--- config.mk ---
export PLATFORM = sky130hd
export DESIGN_NAME = fp_divsqrt_pool_ctrl
export DESIGN_NICKNAME = d
export VERILOG_FILES = /design/src/rtl/fp_divsqrt_pool_ctrl.sv
export SDC_FILE = /design/constraint.sdc
export NUM_CORES = 1
export LEC_CHECK = 0
export ABC_CLOCK_PERIOD_IN_PS = 3300
export BUFFER_PORTS_ARGS = -buffer_cell sky130_fd_sc_hd__buf_2
export CAP_MARGIN = 40
export CORE_MARGIN = 10
export CORE_UTILIZATION = 51
export DETAILED_ROUTE_END_ITERATION = 8
export GPL_TIMING_DRIVEN = 0
export PLACE_DENSITY = 0.73
export SLEW_MARGIN = 20
export SYNTH_ARGS = -nofsm -noshare
export SYNTH_HDL_FRONTEND = slang
export SYNTH_SLANG_ARGS = --single-unit
--- constraint.sdc ---
create_clock -name clk -period 3.3 [get_ports clk]
set_input_delay 0.99 -clock clk [delete_from_list [all_inputs] [get_ports clk]]
set_output_delay 0.99 -clock clk [all_outputs]
set_load 0.005 [all_outputs]
--- src/rtl/fp_divsqrt_pool_ctrl.sv ---
// Allocation and lifetime tracking for a pool of FP32 div/sqrt datapaths.
// Ports: acq_* grant, req_* start, rel_* release, flush_* squash, status out.
module fp_divsqrt_pool_ctrl #(
  parameter int NUM_UNITS    = 2,
  parameter int AL_PTR_WIDTH = 6,
  parameter int LAT_DIV      = 12,
  parameter int LAT_SQRT     = 14,
  parameter int CNT_WIDTH    =
    $clog2((LAT_DIV > LAT_SQRT ? LAT_DIV : LAT_SQRT) + 1),
  parameter int ID_WIDTH     =
    (NUM_UNITS > 1) ? $clog2(NUM_UNITS) : 1
) (
  input  logic                    clk,
  input  logic                    rst_n,
  input  logic                    acq_valid,
  input  logic [AL_PTR_WIDTH-1:0] acq_al_ptr,
  output logic                    acq_grant,
  output logic [ID_WIDTH-1:0]     acq_unit_id,
  input  logic                    req_valid,
  input  logic [ID_WIDTH-1:0]     req_unit_id,
  input  logic                    req_is_div,
  output logic [NUM_UNITS-1:0]    unit_start,
  output logic [NUM_UNITS-1:0]    unit_kill,
  input  logic                    rel_valid,
  input  logic [ID_WIDTH-1:0]     rel_unit_id,
  output logic [NUM_UNITS-1:0]    busy,
  output logic [NUM_UNITS-1:0]    reserved,
  output logic [NUM_UNITS-1:0]    done,
  output logic [ID_WIDTH:0]       free_count,
  input  logic                    flush_valid,
  input  logic                    flush_all,
  input  logic [AL_PTR_WIDTH-1:0] flush_head,
  input  logic [AL_PTR_WIDTH-1:0] flush_tail
);

  typedef enum logic [1:0] {
    S_FREE, S_RES, S_PROC, S_WAIT
  } st_e;

  st_e                     st_q  [NUM_UNITS];
  st_e                     st_d  [NUM_UNITS];
  logic [AL_PTR_WIDTH-1:0] own_q [NUM_UNITS];
  logic [AL_PTR_WIDTH-1:0] own_d [NUM_UNITS];
  logic [CNT_WIDTH-1:0]    cnt_q [NUM_UNITS];
  logic [CNT_WIDTH-1:0]    cnt_d [NUM_UNITS];

  logic                    any_free;
  logic [ID_WIDTH-1:0]     gnt_id;
  logic [NUM_UNITS-1:0]    match;

  // Circular active-list range: head inclusive, tail exclusive.
  function automatic logic in_range(
    input logic [AL_PTR_WIDTH-1:0] p,
    input logic [AL_PTR_WIDTH-1:0] h,
    input logic [AL_PTR_WIDTH-1:0] t
  );
    if (h <= t) return (p >= h) && (p < t);
    else        return (p >= h) || (p < t);
  endfunction

  always_comb begin
    any_free = 1'b0;
    gnt_id   = '0;
    // Descending scan so the lowest free index wins.
    for (int i = NUM_UNITS - 1; i >= 0; i--) begin
      if (st_q[i] == S_FREE) begin
        any_free = 1'b1;
        gnt_id   = ID_WIDTH'(i);
      end
    end
    acq_grant   = rst_n & acq_valid & any_free & ~flush_valid;
    acq_unit_id = gnt_id;
  end

  always_comb begin
    unit_start = '0;
    unit_kill  = '0;
    match      = '0;
    for (int i = 0; i < NUM_UNITS; i++) begin
      st_d[i]  = st_q[i];
      own_d[i] = own_q[i];
      cnt_d[i] = cnt_q[i];
      match[i] = flush_valid && (st_q[i] != S_FREE) &&
                 (flush_all ||
                  in_range(own_q[i], flush_head, flush_tail));
      unique case (st_q[i])
        S_FREE: begin
          if (acq_grant && gnt_id == ID_WIDTH'(i)) begin
            st_d[i]  = S_RES;
            own_d[i] = acq_al_ptr;
          end
        end
        S_RES: begin
          if (req_valid && req_unit_id == ID_WIDTH'(i)) begin
            st_d[i]       = S_PROC;
            unit_start[i] = 1'b1;
            cnt_d[i]      = req_is_div ? CNT_WIDTH'(LAT_DIV - 1)
                                       : CNT_WIDTH'(LAT_SQRT - 1);
          end
        end
        S_PROC: begin
          cnt_d[i] = cnt_q[i] - 1'b1;
          if (cnt_q[i] == CNT_WIDTH'(1)) st_d[i] = S_WAIT;
        end
        S_WAIT: begin
          if (rel_valid && rel_unit_id == ID_WIDTH'(i))
            st_d[i] = S_FREE;
        end
        default: st_d[i] = S_FREE;
      endcase
      // Squash wins over every other transition this cycle.
      if (match[i]) begin
        st_d[i]       = S_FREE;
        cnt_d[i]      = cnt_q[i];
        unit_start[i] = 1'b0;
        unit_kill[i]  = (st_q[i] == S_RES) || (st_q[i] == S_PROC);
      end
    end
  end

  always_comb begin
    free_count = '0;
    busy       = '0;
    reserved   = '0;
    done       = '0;
    for (int i = 0; i < NUM_UNITS; i++) begin
      free_count  = free_count + (ID_WIDTH + 1)'(st_q[i] == S_FREE);
      busy[i]     = (st_q[i] == S_PROC);
      reserved[i] = (st_q[i] == S_RES);
      done[i]     = (st_q[i] == S_WAIT);
    end
  end

  always_ff @(posedge clk or negedge rst_n) begin
    if (!rst_n) begin
      for (int i = 0; i < NUM_UNITS; i++) begin
        st_q[i]  <= S_FREE;
        own_q[i] <= '0;
        cnt_q[i] <= '0;
      end
    end else begin
      for (int i = 0; i < NUM_UNITS; i++) begin
        st_q[i]  <= st_d[i];
        own_q[i] <= own_d[i];
        cnt_q[i] <= cnt_d[i];
      end
    end
  end

endmodule

==> results.toml, run 1 <==
[run_status]
status = "finished with violations"
violations = "negative setup slack"

[floorplan]
die_h_um = 85.9
dieArea_sq_um = 7370
die_w_um = 85.9
rows = 23
ios = 42
floorplan.initialDensity_pct = 54.1
coreArea_sq_um = 4090

[yosys]
yosysSeqAreaShare_pct = 27.1
synth-simple-area-share_pct = 15.3
synth_adder_area_share_pct = 25.5
yosysMostFrequentCell = "ha_1"
syn-num-nets = 305
yosysTopAreaCellShare_pct = 27.1
yosys.area.top_type = "dfrtp_1"
muxShareOfSynthArea_pct = 7.58
yosys_most_used_dff = "dfrtp_1"
synth_cell_types = 50
synth-seq-cells = 24
synth_top_family_by_area = "adder cells"
synth_area_leaders = "dfrtp_1 27%, ha_1 25%, mux2_2 6.1%, inv_1 5.1%, nand2_1 3.6%"
synthXorXnorAreaFrac_pct = 0
async_flop_share_pct = 100
synth_common_cells = "45 x ha_1, 30 x inv_1, 24 x dfrtp_1"
synth-edff-count = 0
synth_compound_area_share_pct = 18.9
ys_warn_count = 0
syn_avg_cell_area_sq_um = 9.54
syn_area_sq_um = 2210
netlist_instances = 232

[clock_network]
root_buffer = "clkbuf_8"
clk_pin_slew_ns = 0.08
cts-htree-levels = 1
clkSinkCount = 24
cts_tree = "yes"
cts_buffers = 3
clock_latency_ns = 0.27
clk_path_buf_depth = 2
cts_hold_buf = 0

[timing]
fin_crit_sh_pct = 110
hold_ws_ns = 0.528
max_slew.worst_pin.slew_ns = 0.579
rsz0062_at_grt = "true"
finalHoldViolations = 0
fin_ws_ns = -0.333
fmax_ghz = 0.275
drv_slew = 0
setup_viol = 4
slew_headroom_pct = 61.4
timing.setup.tns_ns = -1.19
period_minus_slack_ns = 3.63
finClkSkew_ns = 0.00118

[setup_path]
path_class = "input pin to primary output"
cp.required_ns = 2.31
cp.arrival_ns = 2.64
path_max_fanout = 3
reg2reg_slack_ns = 0.77
worstSetupEndpoint = "unit_start[1]"
crit_start = "flush_head[0]"
critPathLaunchType = "input pin"
crit_path_end_kind = "primary output"
rr_startpoint = "st_q[2]"
r2r_cells = 9
timing.rr.end = "own_q[6]"

[finish]
fin_nets = 363
post-route-util_pct = 71.6
area_growth_pct = 32.2
drive_gt1_share_pct = 36.7
final_cell_area_sq_um = 2920
fin_cells = 339
diodes = 0

[route]
drt-total-wl_mm = 5.32
wl_per_cell_um = 15.7
drt-initial-drc-count = 79
via_per_inst = 5.60
postRouteAntennaNets = 0
first_pass_iters = 6
num_vias = 1900
route.detailed.drc = 0

[global_routing]
grt_pass1_vias = 2008
grt_max_degree = 26
grt_pass1_wl_mm = 9.18
grt.total_usage_pct = 14.8
grt_overflow_total = 0
grt_antenna_before_repair = 0

[pwr]
ir_worst_vdd_uv = 386
p_leak_nw = 1.43
powerDensity_nw_per_um2 = 732
power_mw = 2.14

[hold_path]
hold_path.class = "register to register"

[placed_design]
place_ws_ns = -0.486
post-dp-hpwl_mm = 4.33
dpl_cell_area_sq_um = 2610
gp_congestion = 0.832
port_buffers = 41
placedCellCount = 323

[run]
cap_violations = 0
-- cell type report --
class	count	area, sq um
clock buffers	3	41.3
clock inverters	1	30.0
multi-input cells	175	1650
fillers	322	1160
inverters	30	143
repair buffers	53	384
plain buffers	3	11.3
well taps	50	62.6
flip-flops and latches	24	601
-- layer usage --
metal | routed length, um | GRT usage, % | vias to the layer above
met4 | 29 | 3.89 | 0
met2 | 2620 | 25.8 | 28
met5 | 0 | 0 | -
met3 | 211 | 3.12 | 2
met1 | 2460 | 17.9 | 915
li1 | - | - | 955
-- cell usage in the layout (no fill, tap or decap), types with 6 or more instances in the layout --
master / n
mux2_2: 12
nand2_1: 21
nor2_1: 8
nand2b_1: 8
a21oi_1: 8
inv_1: 24
ha_4: 6
buf_4: 10
dfrtp_1: 24
buf_2: 31
ha_1: 39
buf_6: 7
-- kinds of logic after synthesis --
logic type,after synthesis
compound gates,52
fa+ha+maj,45
buf+inv,33
flops,24
mux,15
simple gates,63
-- how the worst min path moves through the flow --
stage,start,end,slack (ns),cells after the start
floorplan,cnt_q[1],cnt_q[1],0.48,1
global route,cnt_q[1],cnt_q[1],0.56,1
detailed placement,cnt_q[1],cnt_q[1],0.51,1
CTS,cnt_q[1],cnt_q[1],0.53,1
global placement,cnt_q[1],cnt_q[1],0.50,1
finish,cnt_q[1],cnt_q[1],0.53,1
-- sequential cells by signal, indices dropped and copies added, names as in the netlist --
name and count:
own_q 12, cnt_q 8, st_q 4
-- worst max-delay path, stage by stage --
cell and delay (ns):
buf_2 0.12, ha_1 0.27, nand2b_1 0.14, a21oi_1 0.15
o21ai_1 0.09, a21o_1 0.20, o311a_4 0.37, nor3b_2 0.17
buf_2 0.13
-- report_power, final --
| part | leakage [nW] | switching (mW) | total, mW | internal (mW) |
|---|---|---|---|---|
| Sequential | 0.284 | 0.135 | 0.562 | 0.427 |
| Clock | 0.0357 | 0.0948 | 0.257 | 0.162 |
| Combinational | 1.11 | 0.680 | 1.32 | 0.641 |
-- repair_timing --
action / CTS / global route
pin swaps: 12 / 5
gates resized for setup: 30 / 4
cloned: 0 / 0
setup buffers: 10 / 2
setup endpoints to repair: 4 / 4
Power figures use the tool's default switching activity.
==> inputs of run 2 (changes only) <==
--- a/config.mk
+++ b/config.mk
@@ -5,14 +5,14 @@
 export SDC_FILE = /design/constraint.sdc
 export NUM_CORES = 1
 export LEC_CHECK = 0
-export ABC_CLOCK_PERIOD_IN_PS = 3300
+export ABC_CLOCK_PERIOD_IN_PS = 4650
 export BUFFER_PORTS_ARGS = -buffer_cell sky130_fd_sc_hd__buf_2
 export CAP_MARGIN = 40
 export CORE_MARGIN = 10
-export CORE_UTILIZATION = 51
+export CORE_UTILIZATION = 60
 export DETAILED_ROUTE_END_ITERATION = 8
 export GPL_TIMING_DRIVEN = 0
-export PLACE_DENSITY = 0.73
+export PLACE_DENSITY = 0.81
 export SLEW_MARGIN = 20
 export SYNTH_ARGS = -nofsm -noshare
 export SYNTH_HDL_FRONTEND = slang
==> constraint.sdc (replaced) <==
create_clock -name clk -period 4.65 [get_ports clk]
set_input_delay 1.395 -clock clk [delete_from_list [all_inputs] [get_ports clk]]
set_output_delay 1.395 -clock clk [all_outputs]
set_load 0.005 [all_outputs]
==> results.toml, run 2 (synthesized netlist as in run 1, its figures left out) <==
[run_status]
status = "finished, final reports clean"

[placed_design]
gp_congestion = 0.919
post-dp-hpwl_mm = 4.18
port_buffers = 41
dpl_cell_area_sq_um = 2480
placedCellCount = 321

[run]
cap_violations = 0

[clock_network]
cts_buffers = 3
cts_hold_buf = 0
root_buffer = "clkbuf_8"
cts_tree = "yes"
clk_pin_slew_ns = 0.07
clkSinkCount = 24
clock_latency_ns = 0.27
clk_path_buf_depth = 2
cts-htree-levels = 1

[route]
wl_met3_um = 280
wl_per_cell_um = 16.2
drt-total-wl_mm = 5.34
via_per_inst = 5.71
dr_wl_met2_mm = 2.77
first_pass_iters = 4
postRouteAntennaNets = 0
drt-initial-drc-count = 160
dr.max_layer_used = "met4"
route.detailed.drc = 0
num_vias = 1884
wl_met1_mm = 2.20

[pwr]
p_leak_nw = 1.35
p_int_mw = 0.765
ir_worst_vdd_uv = 327
p_switching_mw = 0.612
pwr-share-seq_pct = 28.6
powerDensity_nw_per_um2 = 523
switching_share_pct = 44.4
pwr-share-comb_pct = 62.5
clockPowerShare_pct = 8.9

[finish]
diodes = 0
area_growth_pct = 19.1
fill_cells = 262
final_cell_area_sq_um = 2630
top_register = "own_q"
fin_nets = 357
drive_gt1_share_pct = 30.5
fin_cells = 330
reg.largest.list = "own_q x12, cnt_q x8, st_q x4"
largest_reg_flops = 12
final_cell_mix = "42 x ha_1, 41 x buf_2, 27 x inv_1"
final_common_cell = "ha_1"

[setup_path]
slowest_stage = "ha_1"
path_delay_family = "compound AO/OA/AOI/OAI gates"
path_common_cell = "buf_2"
cp_cell_sequence = "buf_2, inv_1, ha_1, a211o_1, o221ai_1, o2111ai_2, and2_2, nor3b_2, buf_2"
worst-path-buf-inv = 3
slowest_delay_ns = 0.33
path_class = "input pin to primary output"
rr_startpoint = "st_q[2]"
critPathLaunchType = "input pin"
r2r_cells = 9
path_max_fanout = 4
crit_path_end_kind = "primary output"
timing.rr.end = "own_q[7]"
cp.arrival_ns = 3.19
cp.required_ns = 3.25
reg2reg_slack_ns = 2.06

[global_routing]
grt_overflow_total = 0
grt_pass1_vias = 1993
grt_antenna_before_repair = 0
grt_max_degree = 26
grt.total_usage_pct = 16.4
grt_pass1_wl_mm = 8.85

[floorplan]
coreArea_sq_um = 3610
die_h_um = 80.7
die_w_um = 80.7
floorplan.initialDensity_pct = 61.3
ios = 42
dieArea_sq_um = 6520
rows = 22

[timing]
max_slew.worst_pin.slew_ns = 0.572
finClkSkew_ns = 0.0101
fmax_ghz = 0.218
hold_ws_ns = 0.528
setup_viol = 0
fin_crit_sh_pct = 98.5
period_minus_slack_ns = 4.58
drv_slew = 0
slew_headroom_pct = 61.9
finalHoldViolations = 0

[hold_path]
hold_depth = 1
hold_path_startpoint = "cnt_q[1]"
hold_path.class = "register to register"
hold_end = "cnt_q[1]"
run 2: per-layer routing:
metal / track usage (%) / vias up
li1: - / 938
met1: 19.3 / 896
met2: 28.5 / 37
met3: 4.35 / 13
met4: 4.84 / 0
met5: 0 / -
run 2: timing repair:
item                       in CTS  in global routing
gates cloned                    0                  0
buffers inserted                3                  3
setup endpoints to repair       2                  3
resized for setup               5                  8
pin swaps                       2                  6
run 2: cell type report:
cell class	count	area, sq um	area share (%)
flip-flops and latches	24	601	22.8
well taps	48	60.1	2.28
clock buffers	3	41.3	1.57
multi-input cells	175	1550	59.0
plain buffers	3	11.3	0.428
inverters	30	113	4.28
repair buffers	47	254	9.64
run 2: worst reg2reg max path, stage by stage (launching register included):
cell,delay (ns)
dfrtp_1,0.41
inv_1,0.15
ha_1,0.30
inv_1,0.11
ha_1,0.20
nor3_1,0.32
inv_1,0.09
or3_1,0.31
clkbuf_1,0.24
mux2_2,0.35
run 2: metrics by stage:
step / setup TNS (ns) / utilization (%) / setup slack, ns / total power [mW]
2_1_floorplan: 0 / - / 0.325 / 0.978
3_5_place_dp: -0.0000191 / 68.7 / -0.0000191 / 1.20
5_1_grt: -0.0279 / 73.0 / -0.0255 / 1.52
6_report: 0 / 73.0 / 0.0691 / 1.38
4_1_cts: 0 / 70.9 / 0.00266 / 1.35
3_3_place_gp: 0 / 68.7 / 0.0155 / 1.16
run 2: power by group through the flow:
stage	clock network, mW	logic [mW]	registers (mW)
4_1_cts	0.125	0.832	0.390
6_report	0.123	0.861	0.394
3_3_place_gp	0	0.774	0.389
2_1_floorplan	0	0.609	0.369
3_5_place_dp	0	0.807	0.395
5_1_grt	0.135	0.981	0.408
run 2: worst max-delay path by stage:
stage / cells past startpoint / endpoint / from
after floorplan: 7 / unit_start[1] / flush_tail[5]
after global placement: 9 / unit_start[1] / flush_tail[5]
after detailed placement: 10 / unit_start[0] / flush_tail[3]
after CTS: 11 / unit_start[1] / flush_tail[2]
after global routing: 9 / unit_start[0] / flush_tail[3]
final: 9 / unit_start[0] / flush_head[3]
==> inputs of run 3 (changes only) <==
--- a/config.mk
+++ b/config.mk
@@ -9,10 +9,10 @@
 export BUFFER_PORTS_ARGS = -buffer_cell sky130_fd_sc_hd__buf_2
 export CAP_MARGIN = 40
 export CORE_MARGIN = 10
-export CORE_UTILIZATION = 60
+export CORE_UTILIZATION = 50
 export DETAILED_ROUTE_END_ITERATION = 8
 export GPL_TIMING_DRIVEN = 0
-export PLACE_DENSITY = 0.81
+export PLACE_DENSITY = 0.69
 export SLEW_MARGIN = 20
 export SYNTH_ARGS = -nofsm -noshare
 export SYNTH_HDL_FRONTEND = slang
==> constraint.sdc (replaced) <==
create_clock -name clk -period 4.65 [get_ports clk]
set_input_delay 0.93 -clock clk [delete_from_list [all_inputs] [get_ports clk]]
set_output_delay 0.93 -clock clk [all_outputs]
set_load 0.005 [all_outputs]
==> results.toml, run 3 (synthesized netlist as in run 1, its figures left out) <==
[run_status]
status = "finished, final reports clean"

[route]
postRouteAntennaNets = 0
drt-total-wl_mm = 4.83
wl_met3_um = 249
via_per_inst = 5.54
num_vias = 1816
route.detailed.drc = 0
dr.max_layer_used = "met4"
wl_per_cell_um = 14.7
first_pass_iters = 4
drt-initial-drc-count = 45
wl_met1_mm = 2.19
dr_wl_met2_mm = 2.35

[timing]
hold_ws_ns = 0.519
rsz0062_at_grt = "false"
finalHoldViolations = 0
fin_crit_sh_pct = 80.6
finClkSkew_ns = 0.00186
slew_headroom_pct = 59.8
timing.setup.tns_ns = 0
max_slew.worst_pin.slew_ns = 0.602
fmax_ghz = 0.267
setup_viol = 0
period_minus_slack_ns = 3.75
drv_slew = 0

[placed_design]
port_buffers = 41
post-dp-hpwl_mm = 4.07
dpl_cell_area_sq_um = 2480
placedCellCount = 325
gp_congestion = 0.851

[setup_path]
path_max_fanout = 6
cp.required_ns = 3.72
cp.arrival_ns = 2.82
cp_cell_sequence = "buf_2, inv_1, ha_1, a21o_1, a21oi_1, o21ai_0, a21o_1, o311a_4, nor3b_1, buf_2"
critPathLaunchType = "input pin"
path_delay_family = "compound AO/OA/AOI/OAI gates"
crit_path_end_kind = "primary output"
path_class = "input pin to primary output"
worst-path-buf-inv = 3
slowest_stage = "o311a_4"
slowest_delay_ns = 0.39

[clock_network]
cts_tree = "yes"
cts-htree-levels = 1
cts_resized = 0
clock_latency_ns = 0.26
cts_buffers = 3
cts_hold_buf = 0
clkSinkCount = 24
post_cts_buffers = 0
clk_pin_slew_ns = 0.09
clk_path_buf_depth = 2
root_buffer = "clkbuf_8"

[finish]
diodes = 0
fin_nets = 351
top_register = "own_q"
post-route-util_pct = 58.4
largest_reg_flops = 12
fin_cells = 328
drive_gt1_share_pct = 25.4
area_growth_pct = 14.1
final_common_cell = "ha_1"
final_cell_mix = "45 x ha_1, 41 x buf_2, 30 x inv_1"
final_cell_area_sq_um = 2520
reg.largest.list = "own_q x12, cnt_q x8, st_q x4"

[pwr]
powerDensity_nw_per_um2 = 521
ir_worst_vdd_uv = 249
p_leak_nw = 1.31

[floorplan]
rows = 24
coreArea_sq_um = 4320
ios = 42
die_w_um = 86.5
die_h_um = 86.5
floorplan.initialDensity_pct = 51.2
dieArea_sq_um = 7480

[global_routing]
grt_pass1_wl_mm = 8.49
grt_max_degree = 26
grt.total_usage_pct = 13.6
grt_antenna_before_repair = 0
grt_pass1_vias = 1892
grt_overflow_total = 0

[hold_path]
hold_path.class = "register to register"

[run]
cap_violations = 0
## run 3: changes by cell type in the layout (fill, tap and decap cells not counted), sizes merged
cell / change
buf: -6
## run 3: final cells by class
class | instances | area (sq um)
buffer | 3 | 11.3
timing repair buffer | 41 | 205
clock buffer | 3 | 41.3
inverter | 30 | 113
tap | 52 | 65.1
multi-input combinational | 175 | 1490
sequential | 24 | 601
fill | 394 | 1800
## run 3: worst paths after layout
path	slack, ns	cells past startpoint	to	from
hold reg to reg	0.52	1	cnt_q[1]	cnt_q[1]
setup reg to reg	2.08	8	own_q[2]	st_q[3]
setup / recovery	0.90	10	unit_start[1]	flush_head[3]
max in group asynchronous	3.59	1	own_q[5]	rst_n
min in group asynchronous	0.66	1	st_q[2]	rst_n
hold / removal	0.52	1	cnt_q[1]	cnt_q[1]
## run 3: per-stage QoR
stage / setup WS [ns] / power, mW
floorplan: 1.26 / 0.978
global placement: 0.909 / 1.18
detailed placement: 0.913 / 1.20
CTS: 0.905 / 1.33
global route: 0.742 / 1.46
finish: 0.900 / 1.31
## run 3: power breakdown
part	switching [mW]	internal (mW)	total, mW	leakage [nW]
registers	0.0901	0.303	0.393	0.284
logic	0.423	0.373	0.797	1.01
clock network	0.0670	0.0580	0.125	0.0216
## run 3: metal layers
metal	up-vias	global-route usage, %
met5	-	0
met4	0	3.09
met3	4	3.38
met2	42	23.4
met1	846	16.4
li1	924	-
